===== src/rtl/uart_irq_arbiter.sv =====
// Round-robin arbiter folding per-UART interrupt edges onto one CPU line (UART_IRQ_ARBITER_FIXED_PRIORITY_EN selects lowest-index-first).
// Latency: rise sampled at edge k -> irq_out/irq_id registered at edge k+1; one deasserted cycle between grants.
// Backpressure: grant held until irq_ack, mask withdrawal or ACK_TIMEOUT; further rises stay pending meanwhile.
module uart_irq_arbiter #(
    parameter int DEVICE_COUNT  = 4,
    parameter int ACK_TIMEOUT   = 1024,
    parameter int COUNTER_WIDTH = 16
) (
    input  logic                    clk,
    input  logic                    rst,
    input  logic [DEVICE_COUNT-1:0] uart_irq,
    input  logic [DEVICE_COUNT-1:0] irq_mask,
    input  logic                    irq_ack,
    output logic                    irq_out,
    output logic [7:0]              irq_id,
    output logic                    irq_timeout
);

    typedef enum logic {
        IDLE   = 1'b0,
        ASSERT = 1'b1
    } state_t;

    localparam logic [COUNTER_WIDTH-1:0] TIMEOUT_LAST =
        (ACK_TIMEOUT == 0) ? '0 : COUNTER_WIDTH'(ACK_TIMEOUT - 1);

    state_t                   state, state_nxt;
    logic [DEVICE_COUNT-1:0]  pending, pending_nxt;
    logic [DEVICE_COUNT-1:0]  irq_prev, rise, eligible, clr;
    logic [4:0]               last_grant, last_grant_nxt;
    logic [4:0]               grant_idx, grant_idx_nxt;
    logic [4:0]               sel;
    logic                     found;
    logic [COUNTER_WIDTH-1:0] counter, counter_nxt;
    logic                     irq_out_nxt, irq_timeout_nxt;
    logic [7:0]               irq_id_nxt;
    logic                     timeout_hit;
    logic [31:0]              mask_ext, elig_ext;

    assign rise        = uart_irq & ~irq_prev;
    assign eligible    = pending & ~irq_mask;
    assign mask_ext    = 32'(irq_mask);
    assign elig_ext    = 32'(eligible);
    assign timeout_hit = (ACK_TIMEOUT != 0) && (counter == TIMEOUT_LAST);

`ifdef UART_IRQ_ARBITER_FIXED_PRIORITY_EN
    always_comb begin
        found = 1'b0;
        sel   = '0;
        for (int i = 0; i < DEVICE_COUNT; i++) begin
            if (!found && elig_ext[5'(i)]) begin
                found = 1'b1;
                sel   = 5'(i);
            end
        end
    end
`else
    // Search starts one past the last served source and wraps modulo DEVICE_COUNT.
    always_comb begin
        logic [5:0] cand;
        found = 1'b0;
        sel   = '0;
        cand  = '0;
        for (int off = 1; off <= DEVICE_COUNT; off++) begin
            cand = {1'b0, last_grant} + 6'(off);
            if (cand >= 6'(DEVICE_COUNT)) begin
                cand = cand - 6'(DEVICE_COUNT);
            end
            if (!found && elig_ext[cand[4:0]]) begin
                found = 1'b1;
                sel   = cand[4:0];
            end
        end
    end
`endif

    always_comb begin
        state_nxt       = state;
        clr             = '0;
        last_grant_nxt  = last_grant;
        grant_idx_nxt   = grant_idx;
        counter_nxt     = counter;
        irq_out_nxt     = irq_out;
        irq_id_nxt      = irq_id;
        irq_timeout_nxt = 1'b0;
        case (state)
            IDLE: begin
                counter_nxt = '0;
                if (found) begin
                    irq_out_nxt   = 1'b1;
                    irq_id_nxt    = 8'(sel) + 8'd1;
                    grant_idx_nxt = sel;
                    state_nxt     = ASSERT;
                end else begin
                    irq_out_nxt = 1'b0;
                    irq_id_nxt  = 8'd0;
                end
            end
            ASSERT: begin
                counter_nxt = counter + COUNTER_WIDTH'(1);
                if (irq_ack) begin
                    for (int i = 0; i < DEVICE_COUNT; i++) begin
                        clr[i] = (grant_idx == 5'(i));
                    end
                    last_grant_nxt = grant_idx;
                    irq_out_nxt    = 1'b0;
                    irq_id_nxt     = 8'd0;
                    state_nxt      = IDLE;
                end else if (mask_ext[grant_idx]) begin
                    irq_out_nxt = 1'b0;
                    irq_id_nxt  = 8'd0;
                    state_nxt   = IDLE;
                end else if (timeout_hit) begin
                    last_grant_nxt  = grant_idx;
                    irq_timeout_nxt = 1'b1;
                    irq_out_nxt     = 1'b0;
                    irq_id_nxt      = 8'd0;
                    state_nxt       = IDLE;
                end
            end
            default: state_nxt = IDLE;
        endcase
        // A rise landing on the ack edge must survive the clear.
        pending_nxt = (pending & ~clr) | rise;
    end

    always_ff @(posedge clk) begin
        if (rst) begin
            state       <= IDLE;
            pending     <= '0;
            irq_prev    <= '0;
            last_grant  <= 5'(DEVICE_COUNT - 1);
            grant_idx   <= '0;
            counter     <= '0;
            irq_out     <= 1'b0;
            irq_id      <= 8'd0;
            irq_timeout <= 1'b0;
        end else begin
            state       <= state_nxt;
            pending     <= pending_nxt;
            irq_prev    <= uart_irq;
            last_grant  <= last_grant_nxt;
            grant_idx   <= grant_idx_nxt;
            counter     <= counter_nxt;
            irq_out     <= irq_out_nxt;
            irq_id      <= irq_id_nxt;
            irq_timeout <= irq_timeout_nxt;
        end
    end

endmodule


===== config.mk =====
export PLATFORM = sky130hd
export DESIGN_NAME = uart_irq_arbiter
export DESIGN_NICKNAME = d
export VERILOG_FILES = /design/src/rtl/uart_irq_arbiter.sv
export SDC_FILE = /design/constraint.sdc
export NUM_CORES = 1
export LEC_CHECK = 0
export ABC_AREA = 1
export CORE_MARGIN = 2
export CORE_UTILIZATION = 50
export DETAILED_ROUTE_END_ITERATION = 6
export GPL_TIMING_DRIVEN = 1
export PLACE_DENSITY = 0.71
export SLEW_MARGIN = 20
export SYNTH_ARGS = -nofsm -noshare
export SYNTH_HDL_FRONTEND = slang
export SYNTH_SLANG_ARGS = --single-unit

===== constraint.sdc =====
create_clock -name clk -period 2.8 [get_ports clk]
set_clock_uncertainty 0.05 [all_clocks]
set_input_delay 0.28 -clock clk [delete_from_list [all_inputs] [get_ports clk]]
set_output_delay 0.28 -clock clk [all_outputs]
set_load 0.01 [all_outputs]

==> impl_metrics.ini <==
[status]
status = finished clean

[synthesis]
synth_edf_count = 0
synth-seq-cells = 43
ys.flop_type = dfxtp_1
synth_area_leaders = dfxtp_1 34%, nand2_1 11%, ha_1 9.3%
synth_top_area_cell = dfxtp_1
synth.top_cells.by_count = 72 x nand2_1, 49 x inv_1, 43 x dfxtp_1, 32 x nand3_1, 25 x nor2_1
synth_top_area_share_pct = 33.6
yosysMostFrequentCell = nand2_1
synth_cell_type_count = 41
netlist_instances = 359
yosysWarnings = 0
synth_area_sq_um = 2560
synth_seq_area_share_pct = 33.6
syn_avg_cell_area_sq_um = 7.13
synthArstFlopShare_pct = 0

[place]
preCtsSetupSlack_ns = 0.0482
io_buffer_count = 18
place_area_sq_um = 2850
hpwlAfterDp_um = 4150
routabilityCongestion = 0.885

[timing]
relSlewSlack_pct = 62.2
hold_violations = 0
min_period_over_period_pct = 94.0
drv_slew = 0
tightest_slew_ns = 0.566
layout_setup_ws_ns = 0.167
period_minus_slack_ns = 2.63
fmax_ghz = 0.380
setup_tns_ns = 0
finalSetupViolations = 0

[pwr]
intPower_w = 0.00125
total_leakage_power_nw = 1.23
share_comb_of_total_power_pct = 47.2
p_sw_share_pct = 42.5
clkPwrFrac_pct = 19.3
p_per_area_nw_per_um2 = 726
power.switching_w = 0.000925
pwr-share-seq_pct = 33.5
ir_drop_uv = 466

[routing]
drc = 0
initialDrtViolationCount = 77
routed_via_density = 5.01
wirelength_um = 5340
vias = 2296
ant_nets = 0
wl_per_cell_um = 11.7
drt_pre_antenna_iters = 4

[cells_and_area]
drive_gt1_share_pct = 17.3
synthToLayoutAreaGrowth_pct = 17.3
fill_cells = 491
num_antenna_cells = 0
final_cell_area_sq_um = 3000
nets = 417
post-route-util_pct = 59.9

[clock_tree]
cts_num_sinks = 43
clk_path_buf_depth = 2
ctsHtreeMaxLevel = 2
cts_tree = yes
cts.clk_slew.worst_paths_ns = 0.09
post-cts-setup-buffer-count = 0
insertion_delay_ns = 0.31
root_buffer = clkbuf_8
numCtsBuffers = 5

[setup_path]
path_max_fanout = 7
worstSetupStartpointType = flip-flop
path_class = flip-flop to flip-flop
crit_required_ns = 2.95
endpoint_kind = flip-flop
cp_data_arrival_time_ns = 2.79
ff2ff_setup_slack_ns = 0.17

[global_routing]
grt_overflow = 0
grt_usage_pct = 19.8
grt_max_degree = 17
grt_pass1_vias = 1957
antenna_found_initial = 0
grt_pass1_wl_um = 8650

[die]
die_h_um = 75.5
dieWidth_um = 75.5
die_area_sq_um = 5710
fp-row-count = 26
start_util_pct = 51.1
ios = 21
core_region_area_sq_um = 5010

[hold_path]
hold_class = flip-flop to flip-flop

[flow_run]
drv_cap = 0
## routing by layer
metal | track usage [%] | share of wire [%]
met2 | 31.1 | 46
met3 | 3.84 | 3.0
met5 | 0 | 0
met4 | 6.63 | 1.3
met1 | 27.3 | 50
## repair_timing
| action | CTS | global route |
|---|---|---|
| hold buffers | 0 | 0 |
| gates resized for setup | 0 | 19 |
| setup endpoints to repair | 0 | 3 |
| endpoints found under the hold margin | 0 | 0 |
## flip-flops by register name (all words and copies together), names as in the netlist
signal and cells:
last_grant 5, irq_id 6, irq_timeout 1, state 1, irq_out 1, grant_idx 5
irq_prev 4, pending 4, counter 16
## stage by stage
| stage | power (W) | instances | hold slack, ns |
|---|---|---|---|
| 2_1_floorplan | 0.00147 | 360 | 0.309 |
| 3_3_place_gp | 0.00168 | 450 | 0.351 |
| 3_5_place_dp | 0.00170 | 450 | 0.359 |
| 4_1_cts | 0.00212 | 458 | 0.371 |
| 5_1_grt | 0.00234 | 458 | 0.386 |
| 6_report | 0.00218 | 458 | 0.367 |
## placed cells by master, fill, tap and decap left out, types with 8 or more instances in the layout
cell / count
buf_4: 8
nand2_1: 69
ha_1: 15
clkdlybuf4s50_1: 18
nor3_1: 13
inv_1: 48
nand3_1: 31
nor2_1: 25
o21ai_0: 11
a21oi_1: 19
nand2_2: 12
dfxtp_1: 40
inv_2: 8
## path summary, 6_finish.rpt
check,start,to,cells past startpoint
worst max-delay path,last_grant[0],irq_id[1],15
worst min-delay path,irq_prev[3],pending[3],1
worst max register to register,last_grant[0],irq_id[1],15
worst min register to register,irq_prev[3],pending[3],1
## final cells by class
class                      count  area (sq um)  share of cell area (%)
multi-input combinational    253          1490                    49.5
inverter                      58           225                    7.51
timing repair buffer          26           240                    8.01
clock inverter                 3          26.3                   0.876
clock buffer                   5          68.8                    2.29
sequential                    43           867                    28.9
tap                           70          87.6                    2.92
## critical path, stage by stage (launching register included)
cell     delay [ns]
dfxtp_2        0.42
inv_2          0.05
ha_1           0.24
xor2_2         0.24
inv_1          0.08
ha_1           0.32
o22ai_2        0.23
nand3_4        0.13
nand2_2        0.09
nand2_1        0.05
nand2_1        0.06
nand2_2        0.06
a31oi_2        0.14
ha_1           0.24
nand2_1        0.08
a21oi_2        0.05
## kinds of logic (layout without fill, tap and decap cells)
logic type | Yosys count | count (layout) | share of synthesized area (%)
and+or+nand+nor | 177 | 177 | 32.8
buffers and inverters | 64 | 92 | 10.6
AOI/OAI and AO/OA | 53 | 53 | 12.6
DFF | 43 | 43 | 33.6
adders and majority gates | 19 | 19 | 9.29
xor gates and xnor gates | 2 | 2 | 0.978
other | 1 | 2 | 0.147
## power groups by stage
stage | Sequential (W) | Combinational, W | Clock, W
after CTS | 0.000725 | 0.000960 | 0.000434
after floorplan | 0.000737 | 0.000734 | 0
after global placement | 0.000738 | 0.000939 | 0
after global routing | 0.000738 | 0.00115 | 0.000454
after detailed placement | 0.000739 | 0.000957 | 0
final | 0.000729 | 0.00103 | 0.000421
No activity file was read; power rests on OpenSTA's default activity.
==> RTL change 1 (same flow settings) <==
Build with the macro `UART_IRQ_ARBITER_FIXED_PRIORITY_EN` defined.
--- a/src/rtl/uart_irq_arbiter.sv
+++ b/src/rtl/uart_irq_arbiter.sv
@@ -3,2 +3,4 @@
 // Backpressure: grant held until irq_ack, mask withdrawal or ACK_TIMEOUT; further rises stay pending meanwhile.
+`define UART_IRQ_ARBITER_FIXED_PRIORITY_EN
+
 module uart_irq_arbiter #(
Behaviour: not the same (a bounded check fails within 10 cycles, from zero or initial values and one cycle with rst high).
==> RTL change 1 against the unedited design <==
The run now ends with design-rule violations left; register-to-register slack gained 1.2 ns; combinational power shrank 89%; via count shrank 45%; die area shrank 40%; area after synthesis shrank 42%; power shrank 59%; routed wire length shrank 48%; sequential share of layout area grew 8.4 points; worst setup slack gained 1.1 ns; sequential cell count shrank 11; hold slack gained 0.018 ns; cell area shrank 43%.
==> RTL change 1: results (changes against the unedited design) <==
[outcome]
status = finished with violations  ; was finished, final reports clean
violations = design-rule violations

[critical_path]
r2r_end = counter[10]$_SDFF_PP0_  ; was irq_id[1]$_SDFFE_PP0P_
rrSetupSlack_ns = 1.35  ; was 0.17 ns
cpPeakStageDelay_ns = 0.54  ; was 0.42 ns
arrival_ns = 1.22  ; was 2.79 ns
r2r-start = counter[0]$_SDFF_PP0_  ; was last_grant[0]$_SDFFE_PP1P_
r2r_cells = 7  ; was 15
crit_family = buffers and inverters  ; was adder cells
crit_slowest_cell = clkdlybuf4s50_1  ; was dfxtp_2

[layout]
nFillCells = 273  ; was 491
top_regs = counter: 16 flops, irq_prev: 4 flops, pending: 4 flops  ; was counter: 16 flops, irq_id: 6 flops

[synthesis]
synth_common_cells = nand2_1 (34), dfxtp_1 (32), inv_1 (28), nor2_1 (28), a21oi_1 (21)  ; was nand2_1 (72), inv_1 (49), dfxtp_1 (43), nand3_1 (32), nor2_1 (25)
synth-compound-area-share_pct = 11.5  ; was 12.6%
ys_seq_area_share_pct = 42.8  ; was 33.6%
ys_top_cells_by_area = dfxtp_1 (43%), nand2_1 (8.5%), a21oi_1 (7.0%), inv_1 (7.0%), nor2_1 (7.0%)  ; was dfxtp_1 (34%), nand2_1 (11%), ha_1 (9.3%), inv_1 (7.2%), nand3_1 (6.3%)
synthDistinctLibCells = 29  ; was 41
synthXorXnorAreaFrac_pct = 1.17  ; was 0.978%
synthAdderAreaFrac_pct = 0.837  ; was 9.29%

[clock_network]
cts_root_buf = clkbuf_4  ; was clkbuf_8
worstSkewPairLatency_ns = 0.34  ; was 0.31 ns

[power]
power.leakage_nw = 0.733  ; was 1.23 nW

[placement]
portBuffers = 15  ; was 18
dpl.hpwl_um = 2170  ; was 4150 µm
globalplace.congestion = 0.838  ; was 0.885

[sta]
maxSlewHeadroom_pct = 56.5  ; was 62.2%
hold_ws_ns = 0.385  ; was 0.367 ns

[routing]
route.met2.wl_um = 1150  ; was 2450 µm
first_pass_iters = 6  ; was 4
num_vias = 1268  ; was 2296
wirelength_met1_um = 1410  ; was 2660 µm
drc = 1  ; was 0
dr_wl_met3_um = 146  ; was 161 µm

[grt]
gr-usage-all-layers_pct = 18.5  ; was 19.8%
grt_max_degree = 15  ; was 17
grt_pass1_wl_um = 4660  ; was 8650 µm

[min_path]
min_from = irq_prev[2]$_SDFF_PP0_  ; was irq_prev[3]$_SDFF_PP0_

==> RTL change 1: worst max-delay path by stage <==
stage / slack [ns] / from / cells after the start / endpoint
after CTS: 1.23 / irq_out$_SDFFE_PP0P_ / 1 / irq_out
after global routing: 1.20 / irq_id[0]$_SDFFE_PP0P_ / 1 / irq_id[0]
after detailed placement: 0.96 / rst / 4 / irq_timeout$_SDFF_PP0_
after floorplan: 1.52 / counter[0]$_SDFF_PP0_ / 7 / counter[10]$_SDFF_PP0_
final: 1.25 / irq_out$_SDFFE_PP0P_ / 1 / irq_out
after global placement: 1.01 / rst / 4 / irq_timeout$_SDFF_PP0_
==> RTL change 1: cell families (layout without fill, tap and decap cells) <==
group                      count (synthesis)  in the layout
buffers and inverters                     37             52
xor gates and xnor gates                   2              2
other                                      1              5
and+or+nand+nor                           96             96
adders and majority gates                  1              1
DFF                                       32             32
AOI/OAI and AO/OA                         33             33
==> RTL change 1: power by group <==
group / switching [mW] / leakage, nW / internal (mW)
clock network: 0.153 / 0.0374 / 0.142
registers: 0.0167 / 0.261 / 0.475
logic: 0.0651 / 0.434 / 0.0475
==> RTL change 1: layout make-up <==
cell class / instances / area share, %
Multi-Input combinational cell: 137 / 41.3
Sequential cell: 32 / 37.3
Timing Repair Buffer: 15 / 8.75
Inverter: 30 / 6.56
Clock buffer: 7 / 3.79
Tap cell: 31 / 2.26
==> RTL change 1: per-layer routing <==
layer  track usage (%)  vias to the layer above
li1                  -                      680
met1              24.7                      555
met2              26.6                       27
met3              6.59                        6
met4              8.77                        0
met5                 0                        -
==> RTL change 1: metrics by stage <==
stage	total power [mW]	setup WS (ns)	instances	cell area, µm²
floorplan	0.578	1.52	206	1510
CTS	0.909	1.23	252	1720
finish	0.900	1.25	252	1720
detailed placement	0.615	0.957	245	1650
global placement	0.611	1.01	245	1650
global route	0.947	1.20	252	1720
==> RTL change 2 (same flow settings) <==
Made on the original files. Reset style: asynchronous (`rst`), changed in one clocked block.
--- a/src/rtl/uart_irq_arbiter.sv
+++ b/src/rtl/uart_irq_arbiter.sv
@@ -126,3 +126,3 @@
 
-    always_ff @(posedge clk) begin
+    always_ff @(posedge clk or posedge rst) begin
         if (rst) begin
Check against the original RTL: differs if rst is asserted again (counterexample within 4 cycles, from zero or initial values and one cycle with rst high); with rst held inactive, the same outputs for 10 cycles.
==> RTL change 2 against the unedited design <==
The flow now finishes with violations (negative setup slack); worst setup slack got worse by 0.17 ns; area after synthesis rose by 7.3%; power up 34%; sequential cell count stayed put; routed wire length up 7.1%; via count is 1.3% higher; cell area increased by 13%; die area grew 6.9%; cell count up 1.3%; largest cell class unchanged.
==> RTL change 2: results (changes against the unedited design) <==
[outcome]
status = finished with violations  ; was finished, final reports clean
violations = negative setup slack

[critical_path]
cpPeakStageDelay_ns = 0.66  ; was 0.42 ns
arrival_ns = 2.92  ; was 2.79 ns
crit_fanout = 5  ; was 7
r2r_cells = 21  ; was 15

[synthesis]
syn_avg_cell_area_um2 = 7.69  ; was 7.13 µm²
synthAdderAreaFrac_pct = 8.66  ; was 9.29%
synth_common_cells = nand2_1 (84), inv_1 (48), dfrtp_1 (41), nor2_1 (34), nand3_1 (29)  ; was nand2_1 (72), inv_1 (49), dfxtp_1 (43), nand3_1 (32), nor2_1 (25)
ys_top_cells_by_area = dfrtp_1 (37%), nand2_1 (11%), ha_1 (8.7%), inv_1 (6.6%), nand3_1 (5.3%)  ; was dfxtp_1 (34%), nand2_1 (11%), ha_1 (9.3%), inv_1 (7.2%), nand3_1 (6.3%)
synthXorXnorAreaFrac_pct = 1.23  ; was 0.978%

[grt]
grt_pass1_vias = 2159  ; was 1957
met3_usage_pct = 3.91  ; was 3.84%
use_met1_pct = 28.8  ; was 27.3%
gr-usage-all-layers_pct = 20.2  ; was 19.8%
grt_max_degree = 44  ; was 17

[clock_network]
clk_pin_slew_worst_paths_ns = 0.07  ; was 0.09 ns

[sta]
fin_ws_ns = -0.00199  ; was 0.167 ns
hold_ws_ns = 0.364  ; was 0.367 ns
setup_viol = 1  ; was 0
setup_tns_ns = -0.00199  ; was 0 ns
maxSlewHeadroom_pct = 64.6  ; was 62.2%

[routing]
num_vias = 2325  ; was 2296
viasPerCell = 5.01  ; about the same
wl_per_cell_um = 12.3  ; was 11.7 µm
wirelength_met1_um = 2720  ; was 2660 µm

[placement]
globalplace.congestion = 0.872  ; was 0.885
placed_area_um2 = 3040  ; was 2850 µm²

[power]
irDropWorstVdd_v = 0.000486  ; was 0.000466 V

-- RTL change 2: layout make-up --
class / instances / area [µm²] / share of cell area, %
sequential: 43 / 1080 / 31.8
tap: 70 / 87.6 / 2.58
clock buffer: 5 / 68.8 / 2.03
inverter: 55 / 214 / 6.31
clock inverter: 1 / 7.51 / 0.221
multi-input combinational: 254 / 1610 / 47.6
timing repair buffer: 36 / 319 / 9.41
-- RTL change 2: cells by family after synthesis --
kind of cell / Yosys count
and+or+nand+nor: 188
other: 1
xor gates and xnor gates: 3
buffers and inverters: 61
DFF: 43
AOI/OAI and AO/OA: 42
adders and majority gates: 19
-- RTL change 2: repair_timing --
item | in CTS | in global routing
resized for setup | 3 | 46
endpoints found under the setup margin | 2 | 3
pin swaps | 0 | 26
buffers inserted | 1 | 8
-- RTL change 2: worst max-delay path by stage --
stage	startpoint	to	slack [ns]
2_1_floorplan	last_grant[1]$_DFFE_PP1P_	irq_id[1]$_DFFE_PP0P_	0.07
3_3_place_gp	last_grant[1]$_DFFE_PP1P_	irq_id[1]$_DFFE_PP0P_	0.01
3_5_place_dp	last_grant[1]$_DFFE_PP1P_	irq_id[1]$_DFFE_PP0P_	-0.08
4_1_cts	last_grant[1]$_DFFE_PP1P_	irq_id[1]$_DFFE_PP0P_	0.03
5_1_grt	last_grant[1]$_DFFE_PP1P_	irq_id[1]$_DFFE_PP0P_	-0.15
6_report	last_grant[1]$_DFFE_PP1P_	irq_id[1]$_DFFE_PP0P_	-0.002
-- RTL change 2: where the power goes --
group | switching [mW] | internal [mW] | total [mW]
Combinational | 1.02 | 0.696 | 1.71
Clock | 0.192 | 0.165 | 0.357
Sequential | 0.122 | 0.731 | 0.853
Total | 1.33 | 1.59 | 2.92
